==> config.mk <==
export PLATFORM = sky130hd
export DESIGN_NAME = pbm_wr_ctrl
export DESIGN_NICKNAME = d
export VERILOG_FILES = /design/src/rtl/pbm_wr_ctrl.sv
export SDC_FILE = /design/constraint.sdc
export NUM_CORES = 1
export LEC_CHECK = 0
export BUFFER_PORTS_ARGS = -buffer_cell sky130_fd_sc_hd__buf_4
export CAP_MARGIN = 20
export CORE_AREA = 2 2 211 213
export DETAILED_ROUTE_END_ITERATION = 16
export DIE_AREA = 0 0 213 215
export SLEW_MARGIN = 30
export SYNTH_ARGS = -nofsm -noshare
export SYNTH_HDL_FRONTEND = slang
export SYNTH_SLANG_ARGS = --single-unit
export TNS_END_PERCENT = 1
==> constraint.sdc <==
create_clock -name clk -period 8.7 [get_ports clk]
set_input_delay 1.74 -clock clk [delete_from_list [all_inputs] [get_ports clk]]
set_output_delay 1.74 -clock clk [all_outputs]
set_load 0.02 [all_outputs]
==> src/rtl/pbm_wr_ctrl.sv <==
// pbm_wr_ctrl: packet-buffer write controller. Beats are written speculatively
// into a word ring; good packets are committed as descriptors, bad or
// overflowing packets are rolled back so the consumer only sees whole packets.
module pbm_wr_ctrl #(
    parameter int DATA_WIDTH = 32,
    parameter int ADDR_WIDTH = 10,
    parameter int DESC_DEPTH = 8
) (
    input  logic                  clk,
    input  logic                  rst,
    input  logic [DATA_WIDTH-1:0] s_wdata,
    input  logic                  s_wvalid,
    input  logic                  s_wlast,
    input  logic                  s_werror,
    output logic                  s_ready,
    input  logic [15:0]           i_meta_data,
    input  logic                  i_meta_valid,
    output logic                  o_meta_ready,
    output logic                  o_mem_we,
    output logic [ADDR_WIDTH-1:0] o_mem_waddr,
    output logic [DATA_WIDTH-1:0] o_mem_wdata,
    output logic                  o_desc_valid,
    output logic [ADDR_WIDTH-1:0] o_desc_addr,
    output logic [ADDR_WIDTH:0]   o_desc_words,
    output logic [15:0]           o_desc_len,
    input  logic                  i_desc_ready,
    input  logic                  i_free_valid,
    input  logic [ADDR_WIDTH:0]   i_free_words,
    output logic [ADDR_WIDTH:0]   o_free_cnt,
    output logic [15:0]           o_drop_cnt,
    output logic                  o_free_err
);
    localparam int PW = ADDR_WIDTH + 1;
    localparam int FW = $clog2(DESC_DEPTH);
    localparam logic [PW-1:0] RING_WORDS = {1'b1, {ADDR_WIDTH{1'b0}}};
    localparam logic [FW:0]   FIFO_FULL  = {1'b1, {FW{1'b0}}};

    typedef enum logic [1:0] {IDLE, WRITE, DISCARD} state_t;

    typedef struct packed {
        logic [ADDR_WIDTH-1:0] addr;
        logic [PW-1:0]         words;
        logic [15:0]           len;
    } desc_t;

    state_t                state_q, state_d;
    logic [PW-1:0]         wr_ptr_q, wr_ptr_d;
    logic [PW-1:0]         commit_ptr_q, commit_ptr_d;
    logic [PW-1:0]         rd_ptr_q, rd_ptr_d;
    logic [PW-1:0]         start_q, start_d;
    logic [PW-1:0]         free_cnt_q, free_cnt_d;
    logic [15:0]           drop_cnt_q, drop_cnt_d;
    logic                  free_err_q, free_err_d;
    logic                  mem_we_q, mem_we_d;
    logic [ADDR_WIDTH-1:0] mem_waddr_q, mem_waddr_d;
    logic [DATA_WIDTH-1:0] mem_wdata_q, mem_wdata_d;
    logic [FW:0]           fifo_wr_q, fifo_wr_d;
    logic [FW:0]           fifo_rd_q, fifo_rd_d;

    desc_t                 fifo_mem [DESC_DEPTH];
    desc_t                 head;
    desc_t                 push_entry;
    logic                  push, pop, drop, beat;
    logic                  fifo_empty, fifo_full;
    logic [PW-1:0]         space;
    logic [PW-1:0]         pkt_start;

    assign fifo_empty = (fifo_wr_q == fifo_rd_q);
    assign fifo_full  = ((fifo_wr_q - fifo_rd_q) == FIFO_FULL);
    assign pop        = i_desc_ready && !fifo_empty;
    assign head       = fifo_mem[fifo_rd_q[FW-1:0]];

    // New packets are only started when a descriptor slot is guaranteed.
    assign s_ready = !rst && ((state_q != IDLE) || !fifo_full);
    assign beat    = s_wvalid && s_ready;

    // Next-state: beat handling, commit/rollback, free requests and FIFO pointers.
    always_comb begin
        state_d      = state_q;
        wr_ptr_d     = wr_ptr_q;
        commit_ptr_d = commit_ptr_q;
        rd_ptr_d     = rd_ptr_q;
        start_d      = start_q;
        drop_cnt_d   = drop_cnt_q;
        free_err_d   = free_err_q;
        mem_we_d     = 1'b0;
        mem_waddr_d  = mem_waddr_q;
        mem_wdata_d  = mem_wdata_q;
        push         = 1'b0;
        push_entry   = '0;
        o_meta_ready = 1'b0;
        drop         = 1'b0;
        space        = RING_WORDS - (wr_ptr_q - rd_ptr_q);
        pkt_start    = (state_q == IDLE) ? commit_ptr_q : start_q;

        if (beat) begin
            start_d = pkt_start;
            if (state_q == DISCARD) begin
                if (s_wlast) begin
                    drop    = 1'b1;
                    state_d = IDLE;
                end
            end else if (space == '0) begin
                // Ring is full: abandon the packet and release its words now.
                wr_ptr_d = commit_ptr_q;
                if (s_wlast) begin
                    drop    = 1'b1;
                    state_d = IDLE;
                end else begin
                    state_d = DISCARD;
                end
            end else begin
                mem_we_d    = 1'b1;
                mem_waddr_d = wr_ptr_q[ADDR_WIDTH-1:0];
                mem_wdata_d = s_wdata;
                wr_ptr_d    = wr_ptr_q + 1'b1;
                state_d     = WRITE;
                if (s_wlast) begin
                    state_d = IDLE;
                    if (!s_werror && i_meta_valid) begin
                        commit_ptr_d     = wr_ptr_q + 1'b1;
                        push             = 1'b1;
                        push_entry.addr  = pkt_start[ADDR_WIDTH-1:0];
                        push_entry.words = wr_ptr_q + 1'b1 - pkt_start;
                        push_entry.len   = i_meta_data;
                        o_meta_ready     = 1'b1;
                    end else begin
                        wr_ptr_d = commit_ptr_q;
                        drop     = 1'b1;
                    end
                end
            end
        end

        if (drop && (drop_cnt_q != 16'hFFFF))
            drop_cnt_d = drop_cnt_q + 16'd1;

        // Only committed, not-yet-released words may be freed.
        if (i_free_valid) begin
            if (i_free_words <= (commit_ptr_q - rd_ptr_q))
                rd_ptr_d = rd_ptr_q + i_free_words;
            else
                free_err_d = 1'b1;
        end

        free_cnt_d = RING_WORDS - (wr_ptr_d - rd_ptr_d);
        fifo_wr_d  = push ? fifo_wr_q + 1'b1 : fifo_wr_q;
        fifo_rd_d  = pop  ? fifo_rd_q + 1'b1 : fifo_rd_q;
    end

    // State and pointer registers with synchronous reset.
    always_ff @(posedge clk) begin
        if (rst) begin
            state_q      <= IDLE;
            wr_ptr_q     <= '0;
            commit_ptr_q <= '0;
            rd_ptr_q     <= '0;
            start_q      <= '0;
            free_cnt_q   <= RING_WORDS;
            drop_cnt_q   <= '0;
            free_err_q   <= 1'b0;
            mem_we_q     <= 1'b0;
            mem_waddr_q  <= '0;
            mem_wdata_q  <= '0;
            fifo_wr_q    <= '0;
            fifo_rd_q    <= '0;
        end else begin
            state_q      <= state_d;
            wr_ptr_q     <= wr_ptr_d;
            commit_ptr_q <= commit_ptr_d;
            rd_ptr_q     <= rd_ptr_d;
            start_q      <= start_d;
            free_cnt_q   <= free_cnt_d;
            drop_cnt_q   <= drop_cnt_d;
            free_err_q   <= free_err_d;
            mem_we_q     <= mem_we_d;
            mem_waddr_q  <= mem_waddr_d;
            mem_wdata_q  <= mem_wdata_d;
            fifo_wr_q    <= fifo_wr_d;
            fifo_rd_q    <= fifo_rd_d;
        end
    end

    // Descriptor storage; contents are don't-care until the pointers say valid.
    always_ff @(posedge clk) begin
        if (push)
            fifo_mem[fifo_wr_q[FW-1:0]] <= push_entry;
    end

    assign o_mem_we     = mem_we_q;
    assign o_mem_waddr  = mem_waddr_q;
    assign o_mem_wdata  = mem_wdata_q;
    assign o_desc_valid = !fifo_empty;
    assign o_desc_addr  = fifo_empty ? '0 : head.addr;
    assign o_desc_words = fifo_empty ? '0 : head.words;
    assign o_desc_len   = fifo_empty ? '0 : head.len;
    assign o_free_cnt   = free_cnt_q;
    assign o_drop_cnt   = drop_cnt_q;
    assign o_free_err   = free_err_q;

endmodule

* Word-level counts from Yosys, hierarchy flattened
Memory sizes are Yosys's and may differ from the RTL's. A register that Yosys moved wholly into a read port is not among the register bits.
Index checks and enable logic that the tools add are counted.
** Word-level totals
- Register bits after elaboration :: 125
- Latch bits :: 0
- Memory bits (writable) :: 296
- ROM bits :: 0
- Input port bits :: 67
- Word-level logic and storage cells :: 91
- Memories kept :: 1
** Cells by class
- $add $sub $neg :: 12
- $mul :: 0
- Divide/modulo/power cells :: 0
- Order comparisons :: 1
- Equality and inequality tests :: 5
- Shifts and indexed selects :: 0
- Multiplexer cells :: 37
- Bitwise logic cells :: 4
- Reduce and logical (&&, ||, !) cells :: 18
** Memories
- fifo_mem :: depth 8, width 37, read ports 1, clocked after memory_dff 1, wr ports 1, RTL line 60 : desc_t fifo_mem [DESC_DEPTH];
** Operator list (number)
- $mux 37 :: 5
- $mux 11 :: 9
- $sub 11x11->11 :: 4
- $sub 11x11->11 const A :: 2
- $add 16x1->16 const B :: 1
- $mux 16 :: 1
- $ne 16x16->1 const B :: 1
- $mux 1 :: 15
- $add 11x1->11 const B :: 1
- $add 11x11->11 :: 1
- $le 11x11->1 :: 1
- $logic_not 11->1 :: 1
- $mux 10 :: 1
- $add 4x1->4 const B :: 2
- $mux 2 :: 4
- $mux 3 :: 2
- $logic_and 1x1->1 :: 5
- $eq 4x4->1 :: 1
- $eq 4x4->1 const B :: 1
- $logic_not 1->1 :: 4
- $not 1->1 :: 4
- $reduce_and 2->1 :: 2
- $reduce_and 4->1 :: 1
- $sub 4x4->4 :: 1
- 7 further kinds :: 7

* Longest topological paths before layout
- Word-level depth :: 9
- Gate-level depth with buffers :: 32
- Mapped depth without buffers :: 31

* Worst setup path after synthesis
No wires, ideal clock.
- Path type :: flip-flop to flip-flop
- Start :: register wr_ptr_q[2]
- End :: memory fifo_mem[2][0] (netlist bit), enable pin
- Library setup time :: 0.537 ns
- Arrival :: 6.756 ns
- Slack :: 1.407 ns
- Cell stages (with the launch flop) :: 14
- Period minus slack after synthesis :: 7.293 ns
- Cell sequence :: dfxtp_1 -> clkbuf_1 -> inv_1 -> ha_1 -> ha_1 -> a211oi_1 -> o21ai_1 -> a221oi_1 -> xnor2_1 -> or4_1 -> buf_2 -> nand3_1 -> clkbuf_1 -> nor4b_1
** On the way
- Word-level cells in the longest chain between the ends :: 8
** RTL lines
- start: declaration :: RTL line 47 : logic [PW-1:0] wr_ptr_q, wr_ptr_d;
- start signal: assignment :: RTL line 169 : wr_ptr_q <= wr_ptr_d;
- $sub 11x11->11 (2 in series) :: RTL line 93 : space = RING_WORDS - (wr_ptr_q - rd_ptr_q);
- $logic_not 11->1 :: RTL line 103 : end else if (space == '0) begin
- $mux 1 :: RTL line 103
- $mux 1 :: RTL line 98 : if (state_q == DISCARD) begin
- $mux 1 :: RTL line 96 : if (beat) begin
- $mux 1 :: RTL line 186 : if (push)
- $mux 1 (not written as such) :: RTL line 187 : fifo_mem[fifo_wr_q[FW-1:0]] <= push_entry;
- end: declaration :: RTL line 60
Every way passes these cells.

* Final worst setup path
- Start :: register rd_ptr_q[1]
- End :: register free_cnt_q[10] (netlist: o_free_cnt[10])
** RTL lines
- start: declaration :: RTL line 49 : logic [PW-1:0] rd_ptr_q, rd_ptr_d;
- start signal: assignment :: RTL line 171 : rd_ptr_q <= rd_ptr_d;
- $sub 11x11->11 :: RTL line 140 : if (i_free_words <= (commit_ptr_q - rd_ptr_q))
- $le 11x11->1 :: RTL line 140
- $mux 11 :: RTL line 140
- $mux 11 * :: RTL line 139 : if (i_free_valid) begin
- net rd_ptr_d[1] :: RTL line 49
- $sub 11x11->11 * (2 in series) :: RTL line 146 : free_cnt_d = RING_WORDS - (wr_ptr_d - rd_ptr_d);
- end signal: assignment :: RTL line 173 : free_cnt_q <= free_cnt_d;
- end: declaration :: RTL line 51 : logic [PW-1:0] free_cnt_q, free_cnt_d;
The timed path passes the listed nets; every way through them passes the cells marked *.
A chain may end at the register's enable or synchronous reset.

==> reports/qor.csv <==
metric;value;unit
met2 GRT Util;0.343;
Yosys cell types;69;
fin crit period;7340;ps
# nets final;1850;
initial core utilization;0.445;
Hold Crit Class;flop to flop;
Die W;213;microns
measured slew at the worst slew-check pin;938;ps
count of pins over their slew limit;0;
Avg Inst Size Synth;12.9;sq um
final WL;46.2;mm
most frequent cells in the layout;296 x edfxtp_1, 198 x buf_4, 141 x nand2_1;
leakage;0.00804;uW
post-synthesis cell area;19400;sq um
clk sinks;424;
Synth Area in Compound Gates;0.0751;
M3 GR Usage;0.0285;
Die H;215;microns
met1 GRT Util;0.268;
share of cells above drive strength 1;0.217;
total track usage;0.203;
Clock Root Buffer;clkbuf_16;
Via density;5.45;
post_cts resized;0;
Synth Warn #;0;
grt peak-use layer;met2;
simple-gate share of the synthesized area;0.105;
cts hold-fix bufs;0;
Post-Synth Adder-Cell Area;0.0605;
core area;43600;sq um
Iteration-0 DRC Markers;819;
main combinational cell family by area after synthesis;multiplexers;
Synth area leaders;edfxtp_1 46%, dfxtp_1 13%, mux4_2 8.6%;
clock tree buffer depth;3;
worst skew pair latency;590;ps
P&R area growth vs syn;18.2;%
CTS tree;built;
final hold vios;0;
VDD IR max;342;uV
critical path fanouts, max;19;
EDFF count, synth;296;
initial antenna violation count;1;
largest net degree at the start of global routing;83;
I/O pin cnt;178;
FMAX;136;MHz
most common library cell in the layout ignoring fill and taps;edfxtp_1;
Power per Cell Area;255;nW/um^2
global-route wire length before repair;71.2;mm
critical path type;flop to flop;
count of input and output buffers;177;
status;completed;
ANT nets after route;0;
vias;12600;
Synth Instances;1512;
Worst Path Required;9220;ps
Post-synth ARST share;0;
clk_skew;17.9;ps
Seq/Total Area, Yosys;0.589;
Final period util;0.844;
Final Power;5870;uW
grt total ovfl;0;
WL/cell;19.9;microns
FF+latch count, synth;424;
max cap viols;0;
CTS Buf Count;45;
Rel. slew slack;0.375;
Std-Cell Rows;77;
RePlAce Congestion;0.871;
post-CTS setup buffer count;0;
H-tree depth;2;
XOR/XNOR share of the synthesized area;0.0229;
post-synthesis net count;1670;
CP Data Arrival Time;7860;ps
Die ar.;45800;sq um
vias in the first global route;12600;
CP Capture Type;flop;
mux cell area share after synthesis;0.119;
clk slew on worst S/H paths;60;ps
top_reg_cell synth;edfxtp_1;
post-synth top area share;0.457;
RSZ-0062 raised after global routing;no;
Fin Setup TNS;0;ps
# setup viols final;0;
DRC viols;0;
critical path startpoint category;flop;
drt first pass iters;5;
post-synth top area cell;edfxtp_1;
dpl hpwl;29.0;mm
[worst max-delay path: stages (launching register included)]
cell	delay (ps)
dfxtp_1	490
inv_1	80
ha_1	270
nor2b_1	120
o21ai_0	250
a21oi_1	130
o21ai_0	220
a21boi_0	120
o21a_1	210
o2111a_1	240
a211oi_1	290
ha_1	200
nand4_1	90
or4_1	420
nand3_1	100
a31o_2	110
nand3_1	500
mux2_2	500
ha_1	280
ha_1	190
a21oi_1	290
o2111ai_1	220
and2_1	200
a311oi_1	650
mux2_2	280
o41ai_1	60
a2111oi_0	530
mux2i_1	240
[final timing paths]
check                                     from        endpoint  slack, ps  cells after the start
worst max register to register     rd_ptr_q[1]  o_free_cnt[10]       1360                     27
worst min register to register  o_mem_wdata[9]  o_mem_wdata[9]        450                      2
worst max-delay path               rd_ptr_q[1]  o_free_cnt[10]       1360                     27
worst min-delay path            o_mem_wdata[9]  o_mem_wdata[9]        450                      2
[logic make-up (layout without fill, tap and decap cells)]
kind of cell    Yosys count  in the layout
simple gates            446            446
flops                   424            424
compound gates          221            221
buf+inv                 143            358
mux                     138            138
fa+ha+maj                91             91
xor+xnor                 49             49
other cells               0              1
[registers in the layout, summed over array words and instances (netlist names), 4 cells and up, named ones only]
name	count
commit_ptr_q	11
fifo_mem	296
fifo_rd_q	4
fifo_wr_q	4
o_drop_cnt	16
o_free_cnt	11
o_mem_waddr	10
o_mem_wdata	32
rd_ptr_q	11
start_q	11
wr_ptr_q	11
[per-stage QoR]
step                      hold slack [ps]  setup WS, ps  instances  cell area, sq um   util
after floorplan                       443          1410       1512             19400      -
after global placement                443          1760       2236             21500  0.492
after detailed placement              448          1440       2237             21500  0.493
after CTS                             456          1380       2319             22900  0.526
after global routing                  473           734       2320             23000  0.526
final                                 453          1360       2320             23000  0.526
[per-layer routing]
metal  vias to the layer above  part of all wire
li1                       5972                 -
met1                      6329              0.44
met2                       271              0.50
met3                        75             0.040
met4                         0             0.027
met5                         -                 0
[cells in the mapped netlist, drive strengths merged (6+ instances only)]
cell,count
a31oi,6
clkbuf,51
a2111oi,9
o31a,6
inv,75
nor2b,14
xnor2,29
edfxtp,296
nand2b,6
buf,16
a21oi,83
nor2,131
or3,6
nand3,35
nor3,42
mux4,74
o21ai,46
xor2,19
and2,30
nand4,11
dfxtp,128
a211oi,11
mux2i,58
ha,86
mux2,6
nand2,141
and3,10
o21a,7
a21boi,6
[layout make-up]
cell class / instances / area [sq um]
clock buffers: 56 / 1200
multi-input cells: 945 / 7510
fillers: 3748 / 20700
clock inverters: 26 / 246
inverters: 76 / 285
well taps: 592 / 741
repair buffers: 200 / 1530
diodes: 1 / 2.50
flip-flops and latches: 424 / 11500
[power by group]
part,switching (uW),total [uW],internal [uW]
combinational,979,1730,749
sequential,63.1,2270,2200
clock,798,1870,1070
Note: power is estimated with default switching activity, not from simulation.
